## src/rtl/clk_cal_pkg.sv

```systemverilog
// rtl/clk_cal_pkg.sv - status and FSM state encodings shared by the calibration controller
package clk_cal_pkg;

    localparam int STATUS_W = 3;
    localparam int STATE_W  = 2;

    typedef enum logic [STATUS_W-1:0] {
        STAT_IDLE      = 3'd0,
        STAT_SEARCH    = 3'd1,
        STAT_TRACK     = 3'd2,
        STAT_LOCKED    = 3'd3,
        STAT_FAIL_FAST = 3'd4,
        STAT_FAIL_SLOW = 3'd5
    } cal_status_e;

    typedef enum logic [STATE_W-1:0] {
        ST_IDLE    = 2'd0,
        ST_SETTLE  = 2'd1,
        ST_MEASURE = 2'd2,
        ST_EVAL    = 2'd3
    } cal_state_e;

endpackage

```

## src/rtl/clk_cal_ctl_if.sv

```systemverilog
// rtl/clk_cal_ctl_if.sv - configuration and oscillator-control bus of clk_cal_ctl
interface clk_cal_ctl_if
    import clk_cal_pkg::*;
#(
    parameter int TAP_W = 9,
    parameter int CNT_W = 16,
    parameter int TOL_W = 8
) ();

    logic                  enable;
    logic [CNT_W-1:0]      ref_window;
    logic [CNT_W-1:0]      target;
    logic [TOL_W-1:0]      tolerance;
    logic [TAP_W-1:0]      init;
    logic [2**TAP_W-1:0]   en;
    logic [TAP_W-1:0]      tap;
    logic [CNT_W-1:0]      measured;
    logic                  meas_valid;
    logic [STATUS_W-1:0]   status;

    modport master (
        output enable, ref_window, target, tolerance, init,
        input  en, tap, measured, meas_valid, status
    );

    modport slave (
        input  enable, ref_window, target, tolerance, init,
        output en, tap, measured, meas_valid, status
    );

endinterface

```

## src/rtl/freq_meter.sv

```systemverilog
// rtl/freq_meter.sv - synchronises osc_div and counts its rising edges over a ref_clk window
module freq_meter #(
    parameter int CNT_W = 16
) (
    input  logic             clk,
    input  logic             resetn,
    input  logic             osc_div,
    input  logic             start,
    input  logic [CNT_W-1:0] window,
    output logic [CNT_W-1:0] count,
    output logic             done
);

    logic [2:0]       sync_q, sync_d;
    logic [CNT_W-1:0] win_cnt_q, win_cnt_d;
    logic [CNT_W-1:0] edge_cnt_q, edge_cnt_d;
    logic [CNT_W-1:0] last_idx;
    logic             edge_seen;

    // start is a level: counters are held clear whenever no window is open
    always_comb begin
        sync_d     = {sync_q[1:0], osc_div};
        edge_seen  = sync_q[1] & ~sync_q[2];
        last_idx   = (window == '0) ? '0 : window - CNT_W'(1);
        count      = (edge_seen && (edge_cnt_q != '1)) ? edge_cnt_q + CNT_W'(1) : edge_cnt_q;
        done       = start && (win_cnt_q == last_idx);
        win_cnt_d  = '0;
        edge_cnt_d = '0;
        if (start && !done) begin
            win_cnt_d  = win_cnt_q + CNT_W'(1);
            edge_cnt_d = count;
        end
    end

    always_ff @(posedge clk or negedge resetn) begin
        if (!resetn) begin
            sync_q     <= '0;
            win_cnt_q  <= '0;
            edge_cnt_q <= '0;
        end else begin
            sync_q     <= sync_d;
            win_cnt_q  <= win_cnt_d;
            edge_cnt_q <= edge_cnt_d;
        end
    end

endmodule

```

## src/rtl/clk_cal_ctl.sv

```systemverilog
// rtl/clk_cal_ctl.sv - ring-oscillator tap calibration FSM; CLK_CAL_SAR_EN adds coarse SAR search
module clk_cal_ctl
    import clk_cal_pkg::*;
#(
    parameter int TAP_W    = 9,
    parameter int CNT_W    = 16,
    parameter int TOL_W    = 8,
    parameter int SETTLE_N = 8,
    parameter int LOCK_N   = 4
) (
    input  logic          ref_clk,
    input  logic          resetn,
    input  logic          osc_div,
    clk_cal_ctl_if.slave  bus
);

    localparam int EN_W  = 2**TAP_W;
    localparam int SET_W = $clog2(SETTLE_N + 1);
    localparam int LCK_W = $clog2(LOCK_N + 1);
    localparam logic [TAP_W-1:0] TAP_MAX = '1;
`ifdef CLK_CAL_SAR_EN
    localparam int BIT_W = (TAP_W > 1) ? $clog2(TAP_W) : 1;
    logic [BIT_W-1:0] sar_bit_q, sar_bit_d;
`endif

    cal_state_e       state_q, state_d;
    cal_status_e      status_q, status_d;
    logic [SET_W-1:0] settle_cnt_q, settle_cnt_d;
    logic [LCK_W-1:0] lock_cnt_q, lock_cnt_d;
    logic [TAP_W-1:0] tap_q, tap_d;
    logic [EN_W-1:0]  en_q, en_d;
    logic [CNT_W-1:0] measured_q, measured_d;
    logic             meas_valid_q, meas_valid_d;
    logic [CNT_W-1:0] win_q, win_d, target_q, target_d;
    logic [TOL_W-1:0] tol_q, tol_d;
    logic [CNT_W-1:0] meas_count;
    logic             meas_done, meas_run, fast, slow;

    // one extra bit so target + tolerance and measured + tolerance never wrap
    assign fast     = {1'b0, measured_q} > ({1'b0, target_q} + (CNT_W+1)'(tol_q));
    assign slow     = ({1'b0, measured_q} + (CNT_W+1)'(tol_q)) < {1'b0, target_q};
    assign meas_run = (state_q == ST_MEASURE);

    freq_meter #(.CNT_W(CNT_W)) u_meter (
        .clk     (ref_clk),
        .resetn  (resetn),
        .osc_div (osc_div),
        .start   (meas_run),
        .window  (win_q),
        .count   (meas_count),
        .done    (meas_done)
    );

    always_comb begin
        state_d      = state_q;
        status_d     = status_q;
        settle_cnt_d = settle_cnt_q;
        lock_cnt_d   = lock_cnt_q;
        tap_d        = tap_q;
        measured_d   = measured_q;
        meas_valid_d = 1'b0;
        win_d        = win_q;
        target_d     = target_q;
        tol_d        = tol_q;
`ifdef CLK_CAL_SAR_EN
        sar_bit_d    = sar_bit_q;
`endif
        if (!bus.enable) begin
            state_d    = ST_IDLE;
            status_d   = STAT_IDLE;
            lock_cnt_d = '0;
        end else begin
            unique case (state_q)
                ST_IDLE: begin
                    state_d      = ST_SETTLE;
                    settle_cnt_d = '0;
                    lock_cnt_d   = '0;
`ifdef CLK_CAL_SAR_EN
                    tap_d            = '0;
                    tap_d[TAP_W-1]   = 1'b1;
                    sar_bit_d        = BIT_W'(TAP_W - 1);
                    status_d         = STAT_SEARCH;
`else
                    tap_d    = bus.init;
                    status_d = STAT_TRACK;
`endif
                end
                ST_SETTLE: begin
                    if (settle_cnt_q == SET_W'(SETTLE_N - 1)) begin
                        state_d  = ST_MEASURE;
                        win_d    = bus.ref_window;
                        target_d = bus.target;
                        tol_d    = bus.tolerance;
                    end else begin
                        settle_cnt_d = settle_cnt_q + SET_W'(1);
                    end
                end
                ST_MEASURE: begin
                    if (meas_done) begin
                        measured_d   = meas_count;
                        meas_valid_d = 1'b1;
                        state_d      = ST_EVAL;
                    end
                end
                ST_EVAL: begin
                    state_d      = ST_SETTLE;
                    settle_cnt_d = '0;
`ifdef CLK_CAL_SAR_EN
                    if (status_q == STAT_SEARCH) begin
                        if (!fast) tap_d[sar_bit_q] = 1'b0;
                        if (sar_bit_q == '0) begin
                            status_d = STAT_TRACK;
                        end else begin
                            tap_d[sar_bit_q - BIT_W'(1)] = 1'b1;
                            sar_bit_d = sar_bit_q - BIT_W'(1);
                        end
                    end else
`endif
                    if (fast) begin
                        lock_cnt_d = '0;
                        if (tap_q == TAP_MAX) status_d = STAT_FAIL_FAST;
                        else begin
                            tap_d    = tap_q + TAP_W'(1);
                            status_d = STAT_TRACK;
                        end
                    end else if (slow) begin
                        lock_cnt_d = '0;
                        if (tap_q == '0) status_d = STAT_FAIL_SLOW;
                        else begin
                            tap_d    = tap_q - TAP_W'(1);
                            status_d = STAT_TRACK;
                        end
                    end else begin
                        if (lock_cnt_q != LCK_W'(LOCK_N)) lock_cnt_d = lock_cnt_q + LCK_W'(1);
                        status_d = (lock_cnt_q >= LCK_W'(LOCK_N - 1)) ? STAT_LOCKED : STAT_TRACK;
                    end
                end
                default: state_d = ST_IDLE;
            endcase
        end
    end

    always_comb begin
        en_d = '0;
        for (int i = 0; i < EN_W; i++) en_d[i] = (TAP_W'(i) <= tap_d);
    end

    always_ff @(posedge ref_clk or negedge resetn) begin
        if (!resetn) begin
            state_q      <= ST_IDLE;
            status_q     <= STAT_IDLE;
            settle_cnt_q <= '0;
            lock_cnt_q   <= '0;
            tap_q        <= '1;
            en_q         <= '1;
            measured_q   <= '0;
            meas_valid_q <= 1'b0;
            win_q        <= '0;
            target_q     <= '0;
            tol_q        <= '0;
`ifdef CLK_CAL_SAR_EN
            sar_bit_q    <= '0;
`endif
        end else begin
            state_q      <= state_d;
            status_q     <= status_d;
            settle_cnt_q <= settle_cnt_d;
            lock_cnt_q   <= lock_cnt_d;
            tap_q        <= tap_d;
            en_q         <= en_d;
            measured_q   <= measured_d;
            meas_valid_q <= meas_valid_d;
            win_q        <= win_d;
            target_q     <= target_d;
            tol_q        <= tol_d;
`ifdef CLK_CAL_SAR_EN
            sar_bit_q    <= sar_bit_d;
`endif
        end
    end

    assign bus.en         = en_q;
    assign bus.tap        = tap_q;
    assign bus.measured   = measured_q;
    assign bus.meas_valid = meas_valid_q;
    assign bus.status     = status_q;

endmodule
```

## src/flat_wrapper.sv

```systemverilog
// flat-port wrapper written by rule: the top's interface ports become plain ports
module clk_cal_ctl_flat import clk_cal_pkg::*;
#(
    parameter int TAP_W    = 9,
    parameter int CNT_W    = 16,
    parameter int TOL_W    = 8,
    parameter int SETTLE_N = 8,
    parameter int LOCK_N   = 4
)
  (ref_clk, resetn, osc_div, bus_enable, bus_ref_window, bus_target, bus_tolerance, bus_init, bus_en, bus_tap, bus_measured, bus_meas_valid, bus_status);
  clk_cal_ctl_if #(.TAP_W(TAP_W), .CNT_W(CNT_W), .TOL_W(TOL_W)) bus_i ();
  input  logic ref_clk;
  input  logic resetn;
  input  logic osc_div;
  input wire logic [$bits(bus_i.enable)-1:0] bus_enable;
  input wire logic [$bits(bus_i.ref_window)-1:0] bus_ref_window;
  input wire logic [$bits(bus_i.target)-1:0] bus_target;
  input wire logic [$bits(bus_i.tolerance)-1:0] bus_tolerance;
  input wire logic [$bits(bus_i.init)-1:0] bus_init;
  output wire logic [$bits(bus_i.en)-1:0] bus_en;
  output wire logic [$bits(bus_i.tap)-1:0] bus_tap;
  output wire logic [$bits(bus_i.measured)-1:0] bus_measured;
  output wire logic [$bits(bus_i.meas_valid)-1:0] bus_meas_valid;
  output wire logic [$bits(bus_i.status)-1:0] bus_status;
  assign bus_i.enable = bus_enable;
  assign bus_i.ref_window = bus_ref_window;
  assign bus_i.target = bus_target;
  assign bus_i.tolerance = bus_tolerance;
  assign bus_i.init = bus_init;
  assign bus_en = bus_i.en;
  assign bus_tap = bus_i.tap;
  assign bus_measured = bus_i.measured;
  assign bus_meas_valid = bus_i.meas_valid;
  assign bus_status = bus_i.status;
  clk_cal_ctl #(.TAP_W(TAP_W), .CNT_W(CNT_W), .TOL_W(TOL_W), .SETTLE_N(SETTLE_N), .LOCK_N(LOCK_N)) u_core (.ref_clk(ref_clk), .resetn(resetn), .osc_div(osc_div), .bus(bus_i));
endmodule
```

## config.mk

```make
export PLATFORM = sky130hd
export DESIGN_NAME = clk_cal_ctl_flat
export DESIGN_NICKNAME = d
export VERILOG_FILES = /design/src/rtl/clk_cal_pkg.sv /design/src/rtl/clk_cal_ctl_if.sv /design/src/rtl/freq_meter.sv /design/src/rtl/clk_cal_ctl.sv /design/src/flat_wrapper.sv
export SDC_FILE = /design/constraint.sdc
export NUM_CORES = 1
export LEC_CHECK = 0
export ABC_AREA = 0
export BUFFER_PORTS_ARGS = -buffer_cell sky130_fd_sc_hd__clkbuf_2
export CAP_MARGIN = 40
export CORE_UTILIZATION = 35
export DETAILED_ROUTE_END_ITERATION = 7
export GPL_TIMING_DRIVEN = 1
export PLACE_DENSITY = 0.67
export RECOVER_POWER = 50
export SLEW_MARGIN = 25
export SYNTH_ARGS = -nofsm -noshare
export SYNTH_HDL_FRONTEND = slang
export SYNTH_SLANG_ARGS = --single-unit
```

## constraint.sdc

```tcl
create_clock -name ref_clk -period 7.06 [get_ports ref_clk]
set_clock_uncertainty 0.15 [all_clocks]
set_input_delay 0.706 -clock ref_clk [delete_from_list [all_inputs] [get_ports ref_clk]]
set_output_delay 0.706 -clock ref_clk [all_outputs]
set_load 0.02 [all_outputs]
```

# Yosys cells after proc, flatten, opt, wreduce, memory -nomap -nowiden
# Index checks and enable logic that the tools add are counted.
word_totals:
  out_inout_bits: 541
  inputBits: 53
  latchBits: 0
  ff_bits: 625
  n_memories: 0
  rom_bits: 0
  ramBits: 0
op_classes:
  n_lt_le_gt_ge: 515
  n_eq_ne: 13
  reduce_logical: 14
  shift: 0
  mux: 31
  add_sub_neg: 9
  bitwise: 2
  div: 0
  n_mul: 0
ops:
  columns: ["op", "n"]
  rows:
  - ["<= comparator 9 bit (first input constant)", 256]
  - ["<= comparator 8 x 9 -> 1 bit (first input constant)", 128]
  - ["<= comparator 7 x 9 -> 1 bit (first input constant)", 64]
  - ["<= comparator 6 x 9 -> 1 bit (first input constant)", 32]
  - ["<= comparator 5 x 9 -> 1 bit (first input constant)", 16]
  - ["<= comparator 4 x 9 -> 1 bit (first input constant)", 8]
  - ["two-way mux 16 bit", 4]
  - ["two-way mux 9 bit", 5]
  - ["<= comparator 3 x 9 -> 1 bit (first input constant)", 4]
  - ["adder 16 x 8 -> 17 bit", 2]
  - ["adder 16 x 1 -> 16 bit (second input constant)", 2]
  - ["two-way mux 3 bit", 9]
  - ["<= comparator 1 x 9 -> 1 bit (first input constant)", 2]
  - ["<= comparator 2 x 9 -> 1 bit (first input constant)", 2]
  - ["case mux 9 bit (2 select lines)", 1]
  - ["> comparator 16 x 17 -> 1 bit", 1]
  - ["less-than comparator 17 x 16 -> 1 bit", 1]
  - ["equality test 16 bit", 1]
  - ["zero test 16 bit", 1]
  - ["inequality test 16 bit (second input constant)", 1]
  - ["subtractor 16 x 1 -> 16 bit (second input constant)", 1]
  - ["case mux 3 bit (2 select lines)", 2]
  - ["adder 9 x 1 -> 9 bit (second input constant)", 1]
  - ["equality test 9 bit (second input constant)", 1]
  - ["27 further kinds", 39]

# Longest topological paths before layout
# Gate-level depths: netlist of run 1.
depth:
  ltp_word: 7
  ltp_mapped: 29
  mapped_depth_nobuf: 27

# By module
# From an unflattened synthesis of run 1, not the netlist that was laid out.
hier_totals:
  cells_unflattened: 2211
  area_unflattened_um2: 25510.7
modules_own_cells:
  columns: ["module", "cells_each", "area_per_inst_um2", "n_inst"]
  rows:
  - ["clk_cal_ctl", 1875, 22706.8, 1]
  - ["freq_meter", 336, 2803.9, 1]

# Worst setup path before layout of run 1
# Ideal clock, no wire load.
synth_timing:
  path_kind: "register -> register"
  from: "register u_core.measured_q[1], in the netlist u_core.bus.measured[1]"
  to: "register u_core.en_q[339], in the netlist u_core.bus.en[339]"
  setup_slack_ns: 1.572
  period_less_slack_ns: 5.488
  path_buffers: 3
  path_stages_with_launch: 27
  setup_time_ns: 0.064
  arrival_ns: 5.274
  cell_sequence: "dfrtp_1 -> ha_1 -> a21o_1 -> a21oi_1 -> o21bai_1 -> a21oi_1 -> o21bai_1 -> a21oi_1 -> nor2b_1 -> nor2_1 -> nor3_1 -> xnor2_1 -> ha_1 -> a21o_1 -> a211oi_1 -> and3_1 -> a31oi_1 -> clkbuf_1 -> or4b_1 -> a31o_2 -> and2_1 -> inv_1 -> clkbuf_1 -> clkbuf_1 -> nand3_1 -> or2_2 -> nand3_1"
synth_via:
  elab_chain_len: 7
  word_cells_on_any_way: 8
  classes_between: "1 x add/sub; 3 x order compare; 4 x mux"
synth_rtl:
  columns: ["item", "line", "text"]
  rows:
  - ["start, declared", "clk_cal_ctl.sv:32", "logic [CNT_W-1:0] measured_q, measured_d;"]
  - ["start signal, assigned", "clk_cal_ctl.sv:171", "measured_q <= measured_d;"]
  - ["adder 16 x 8 -> 17 bit", "clk_cal_ctl.sv:41", "assign slow = ({1'b0, measured_q} + (CNT_W+1)'(tol_q)) < {1'b0, target_q};"]
  - ["less-than comparator 17 x 16 -> 1 bit", "clk_cal_ctl.sv:41", null]
  - ["two-way mux 9 bit", "clk_cal_ctl.sv:126", "end else if (slow) begin"]
  - ["two-way mux 9 bit *", "clk_cal_ctl.sv:119", "if (fast) begin"]
  - ["case mux 9 bit (2 select lines) *", "clk_cal_ctl.sv:73", "unique case (state_q)"]
  - ["two-way mux 9 bit *", "clk_cal_ctl.sv:68", "if (!bus.enable) begin"]
  - ["<= comparator 9 bit *", "clk_cal_ctl.sv:145", "for (int i = 0; i < EN_W; i++) en_d[i] = (TAP_W'(i) <= tap_d);"]
  - ["net u_core.en_d[339]", "clk_cal_ctl.sv:31", "logic [EN_W-1:0] en_q, en_d;"]
  - ["end signal, assigned", "clk_cal_ctl.sv:170", "en_q <= en_d;"]
  - ["end, declared", "clk_cal_ctl.sv:31", null]
# Mark *: on every way through the listed nets, which the timed path passes. The rest lies on a longest branch.
# A chain may end at the register's enable or synchronous reset.

# Worst setup path in the final report of run 1
layout_timing:
  from: "register u_core.measured_q[1], in the netlist u_core.bus.measured[1]"
  to: "register u_core.en_q[247], in the netlist u_core.bus.en[247]"
layout_via:
  elab_chain_len: 7
  word_cells_on_any_way: 8
  classes_between: "1 x add/sub; 3 x order compare; 4 x mux"
layout_rtl:
  columns: ["item", "line"]
  rows:
  - ["adder 16 x 8 -> 17 bit", "clk_cal_ctl.sv:41"]
  - ["less-than comparator 17 x 16 -> 1 bit", "clk_cal_ctl.sv:41"]
  - ["two-way mux 9 bit", "clk_cal_ctl.sv:126"]
  - ["two-way mux 9 bit *", "clk_cal_ctl.sv:119"]
  - ["case mux 9 bit (2 select lines) *", "clk_cal_ctl.sv:73"]
  - ["two-way mux 9 bit *", "clk_cal_ctl.sv:68"]
  - ["<= comparator 8 x 9 -> 1 bit *", "clk_cal_ctl.sv:145"]
  - ["net u_core.en_d[247]", "clk_cal_ctl.sv:31"]
# Marks and branches as above.

==> results of run 1 <==
==> layout make-up <==
cell class,count,share of cell area
flip-flops and latches,625,0.503
clock inverters,37,0.0171
well taps,959,0.0370
repair buffers,703,0.105
multi-input cells,1413,0.269
clock buffers,84,0.0572
inverters,98,0.0115
diodes,8,0.000618
==> worst max-delay path, stage by stage, from the launching register on <==
cell and delay, ns:
dfrtp_1 0.44, ha_1 0.32, a21o_1 0.20, a21oi_1 0.21, o21bai_1 0.09, a21oi_1 0.22, o21bai_1 0.10, a21oi_1 0.22
nor2b_1 0.07, nor2_1 0.24, nor3_1 0.11, xnor2_1 0.14, ha_1 0.18, a21o_1 0.19, a211oi_1 0.19, and3_1 0.18
a31oi_1 0.10, buf_4 0.20, or4b_1 0.51, a31o_2 0.26, and2_2 0.31, buf_4 0.33, nor2_1 0.20, buf_4 0.23
nand2_1 0.23, o21ai_0 0.82, a41o_1 0.22
==> registers in the layout (all words and copies together) (netlist names), 2 cells and up <==
register,count
u_core.bus.measured,16
u_core.u_meter.win_cnt_q,16
u_core.lock_cnt_q,3
u_core.u_meter.sync_q,3
u_core.bus.en,512
u_core.win_q,16
u_core.target_q,16
u_core.state_q,2
u_core.bus.tap,9
u_core.tol_q,8
u_core.bus.status,3
u_core.settle_cnt_q,4
u_core.u_meter.edge_cnt_q,16
==> what timing repair did <==
| action | CTS | global route |
|---|---|---|
| hold endpoints to repair | 19 | 0 |
| hold buffers | 1 | 0 |
| buffers inserted | 0 | 2 |
| setup endpoints to repair | 0 | 16 |
| gates resized for setup | 0 | 12 |
==> layer usage <==
layer  vias to the layer above  global-route usage  wire, um
li1                       9123                   -         -
met1                     11200               0.370     43800
met2                      1294               0.434     50000
met3                       290              0.0915     11800
met4                         8               0.117      4540
met5                         -                   0        51
==> synth_stat cells (16+ instances only) <==
library cell,count,area [sq um]
inv_1,91,342
dfstp_2,521,13700
dfrtp_1,104,2600
a21oi_1,186,931
buf_2,28,140
o211ai_1,17,128
nor3_1,33,165
nand2_1,195,732
nor2_1,218,818
clkbuf_1,84,315
nand3_1,71,355
o21ai_0,147,736
and3_1,16,100
o21bai_1,61,458
xor2_1,30,263
xnor2_1,47,412
o22ai_1,20,125
nand4_1,20,125
ha_1,61,763
mux2_2,41,462
buf_1,16,60.1
a31oi_1,19,119
==> metrics by stage <==
step | total power [uW] | utilization | hold WS [ns] | instances | area, sq um
6_report | 20300 | 0.443 | 0.0698 | 3927 | 32400
5_1_grt | 21000 | 0.443 | 0.0473 | 3922 | 32400
4_1_cts | 20300 | 0.449 | 0.0362 | 3913 | 32800
3_5_place_dp | 16300 | 0.416 | 0.196 | 3791 | 30400
3_3_place_gp | 16300 | 0.415 | 0.185 | 3785 | 30300
2_1_floorplan | 11600 | - | 0.181 | 2271 | 25900
==> kinds of logic after synthesis <==
kind of cell,count (synthesis),synth area share
XOR/XNOR,77,0.0261
buffers and inverters,233,0.0368
flip-flops,625,0.630
AND/OR/NAND/NOR,643,0.116
other,1,0.000145
adder cells (fa/ha/maj),63,0.0311
AO/OA/AOI/OAI,583,0.140
multiplexers,46,0.0198
==> power groups by stage <==
| stage | Clock, uW | Sequential [uW] | Combinational (uW) |
|---|---|---|---|
| after detailed placement | 0 | 6310 | 10000 |
| after CTS | 3890 | 6280 | 10100 |
| final | 3840 | 6280 | 10200 |
| after global routing | 4020 | 6380 | 10600 |
| after floorplan | 0 | 7620 | 3980 |
| after global placement | 0 | 6320 | 9970 |
==> path summary, 6_finish.rpt <==
kind / end / slack [ns]
max: u_core.bus.en[247] / 0.32
min: u_core.u_meter.sync_q[0] / 0.07
max reg2reg: u_core.bus.en[247] / 0.32
min reg2reg: u_core.u_meter.sync_q[1] / 0.21
max in group asynchronous: u_core.bus.en[440] / 0.81
min in group asynchronous: u_core.win_q[10] / 2.03
==> impl_metrics.yaml, run 1 <==
clock_tree:
  clk_pin_slew_ns: 0.06
  cts_inserted_buffers: 69
  clk_latency_ns: 0.62
  htreeDepth: 3
  cts_root_buf: "clkbuf_16"
  cts_tree: "yes"
  cts_buffer_depth: 3
  clock-sinks: 625
synth:
  synth_area_sq_um: 25900
  syn_inst: 2271
  synthFlopType: "dfstp_2"
  synth_edf_count: 0
  postSynthAreaPerCell_sq_um: 11.4
  synthArstFlopShare: 1.00
  ys_seq_elements: 625
  ys_types: 90
  syn_nets: 2387
  yosys_warnings: 0
  yosysSeqAreaShare: 0.630
sta:
  final_hold_viol_count: 0
  clock.fmax_mhz: 148
  finalSetupTns_ns: 0
  fin_crit_ns: 6.74
  grt_setup_unrepaired: "no"
  setup_slack_ns: 0.317
  tightest_slew_ns: 4.44
  finalSetupViolations: 0
  fin_crit_sh: 0.955
  slew_headroom: -1.96
  slew_violations: 319
detailed_routing:
  num_vias: 21900
  drtAntennaViolNets: 0
  drtIter0Drc: 2372
  drt-total-wl_um: 110000
  drc: 108
  firstDrtPassIters: 8
  vias_per_cell: 5.57
  wl_per_cell_um: 28.1
global_routing:
  track_usage: 0.284
  first_global_vias: 21200
  grt_max_degree: 193
  grt_pass1_wl_um: 153000
  grt_overflow_total: 0
  antenna_found_initial: 11
pwr:
  pwr-share-clk: 0.189
  seqPwrFrac: 0.309
  p_sw_uw: 10000
  switching_share: 0.494
  power.density_nw_per_um2: 628
  p_leak_uw: 0.0134
  peakVddDrop_mv: 0.416
  intPower_uw: 10300
  power_frac_comb: 0.503
final_layout:
  fill_cells: 7018
  final_common_cell: "dfstp_2"
  drive_above_1_share: 0.353
  layout.nets: 3026
  multi_input_area_sq_um: 8720
  regArea_sq_um: 16300
  area_growth_pct: 25.3
  final_cell_mix: "dfstp_2, clkbuf_1, nor2_1, nand2_1, clkbuf_2"
floorplanning:
  dieWidth_um: 274
  die_y_um: 274
  core-area_sq_um: 73100
  dieArea_sq_um: 75000
  fp-row-count: 99
  io_pins: 594
  initial_utilization: 0.354
run_status:
  outcome: "complete, but fails checks"
  violations: "design-rule violations, max-capacitance violations, max-slew violations"
worst_setup_path:
  crit_required_ns: 7.46
  worstSetupPathType: "register to register"
  critical_path.max_fanout: 30
  startpoint_type: "register"
  ff2ff_path_depth: 26
  reg2reg_from: "u_core.bus.measured[1]"
  critPathLaunch: "u_core.bus.measured[1]"
  endpoint_kind: "register"
  arrival_ns: 7.14
min_path:
  hold_class: "input port to register"
  worstHoldPathCells: 1
  min_from: "osc_div"
placement:
  routabilityCongestion: 0.982
  place_ws_ns: 0.381
  dp_hpwl_um: 80900
  io_buffer_count: 593
flow_run:
  cap_violations: 4
Note: power is estimated with default switching activity, not from simulation.
==> inputs of run 2 (changes only) <==
--- a/config.mk
+++ b/config.mk
@@ -10,2 +10,3 @@
 export CAP_MARGIN = 40
+export CORE_MARGIN = 3
 export CORE_UTILIZATION = 35
--- a/constraint.sdc
+++ b/constraint.sdc
@@ -4,2 +4,2 @@
 set_output_delay 0.706 -clock ref_clk [all_outputs]
-set_load 0.02 [all_outputs]
+set_load 0.05 [all_outputs]
==> impl_metrics.yaml, run 2 (synthesis gave the netlist of run 1 again) <==
sta:
  grt_setup_unrepaired: "yes"
  fin_crit_sh: 0.967
  final_hold_viol_count: 0
  clock.fmax_mhz: 146
  tightest_slew_ns: 5.93
  fin_crit_ns: 6.83
  slew_violations: 105
  finalSetupViolations: 0
  slew_headroom: -2.95
final_layout:
  regArea_sq_um: 16300
  fill_cells: 6936
  final_cell_mix: "dfstp_2, clkbuf_2, clkbuf_1, nor2_1, nand2_1"
  layout.nets: 3028
  largest_reg_flops: 512
  final_common_cell: "dfstp_2"
  multi_input_area_sq_um: 8720
  drive_above_1_share: 0.405
  area_growth_pct: 25.9
  fin_cells: 3928
detailed_routing:
  num_vias: 21800
  firstDrtPassIters: 8
  wl_per_cell_um: 28.5
  drt-total-wl_um: 112000
  drtIter0Drc: 2259
  drc: 1
  drtAntennaViolNets: 0
  vias_per_cell: 5.54
global_routing:
  grt_max_degree: 154
  grt_overflow_total: 0
  first_global_vias: 21500
  track_usage: 0.280
  antenna_found_initial: 7
  grt_pass1_wl_um: 157000
clock_tree:
  cts_buffer_depth: 3
  cts_root_buf: "clkbuf_16"
  clk_latency_ns: 0.62
  clock-sinks: 625
  htreeDepth: 3
  cts_tree: "yes"
  cts_hold_buf: 0
  cts_inserted_buffers: 70
  clk_pin_slew_ns: 0.06
worst_setup_path:
  reg2reg_from: "u_core.tol_q[1]"
  crit_required_ns: 7.43
  critPathMostFrequentCell: "a21oi_1"
  arrival_ns: 7.20
  worst-r2r-setup-slack_ns: 0.23
  crit_path_max_incr_delay_ns: 0.45
  cpMaxStageDelayCell: "o211a_4"
  startpoint_type: "register"
  worstSetupPathType: "register to register"
  reg2reg_to: "u_core.bus.en[503]"
  cp.buffers_inverters: 3
  endpoint_kind: "register"
  critPathTopFamily: "compound AO/OA/AOI/OAI gates"
  ff2ff_path_depth: 26
  critical_path.max_fanout: 15
placement:
  placed_cells: 3794
  routabilityCongestion: 0.940
  dp_hpwl_um: 82200
  io_buffer_count: 593
floorplanning:
  fp-row-count: 99
  dieWidth_um: 278
  initial_utilization: 0.354
  io_pins: 594
  die_y_um: 278
  dieArea_sq_um: 77200
  core-area_sq_um: 73100
flow_run:
  cap_violations: 1
min_path:
  hold_class: "input port to register"
  worstHoldPathCells: 1
  min_to: "u_core.u_meter.sync_q[0]"
  min_from: "osc_div"
run_status:
  outcome: "complete, but fails checks"
  violations: "design-rule violations, max-capacitance violations, max-slew violations"
## run 2: cell type report
class | count | area share
sequential | 625 | 0.500
multi-input combinational | 1414 | 0.268
timing repair buffer | 703 | 0.110
clock buffer | 99 | 0.0615
tap | 959 | 0.0369
inverter | 98 | 0.0114
clock inverter | 27 | 0.0114
antenna | 3 | 0.000231
## run 2: per-stage QoR
stage,worst slack (ns),hold WS [ns],instance area (sq um),setup TNS (ns),util
floorplan,1.38,0.181,25900,0,-
global placement,0.217,0.187,30300,0,0.415
detailed placement,0.212,0.189,30400,0,0.416
CTS,0.184,0.0349,32800,0,0.449
global route,-0.0172,0.0535,32600,-0.0172,0.445
finish,0.232,0.0712,32600,0,0.445
## run 2: metal layers
metal / global-route usage / up-vias / wire length [um]
met5: 0 / - / 41
met4: 0.125 / 6 / 5300
met3: 0.0996 / 285 / 12700
met2: 0.422 / 1307 / 49700
met1: 0.363 / 11000 / 44300
li1: - / 9127 / -
## run 2: how the worst max path moves through the flow
stage,startpoint,end,slack (ns),depth (start not counted)
5_1_grt,u_core.tol_q[1],u_core.bus.en[503],-0.02,26
6_report,u_core.tol_q[1],u_core.bus.en[503],0.23,26
2_1_floorplan,u_core.bus.measured[1],u_core.bus.en[339],1.38,26
3_3_place_gp,u_core.tol_q[1],u_core.bus.en[267],0.22,23
3_5_place_dp,u_core.tol_q[1],u_core.bus.en[267],0.21,23
4_1_cts,u_core.tol_q[1],u_core.bus.en[267],0.18,23
## run 2: what timing repair did
item,in CTS,in global routing
setup endpoints to repair,0,75
setup buffers,0,3
hold endpoints to repair,0,0
gates resized for setup,0,11
Power of run 2 is left out: the tool's default activity adds up to more than one toggle a clock period on the data nets, which glitch-free logic cannot reach.
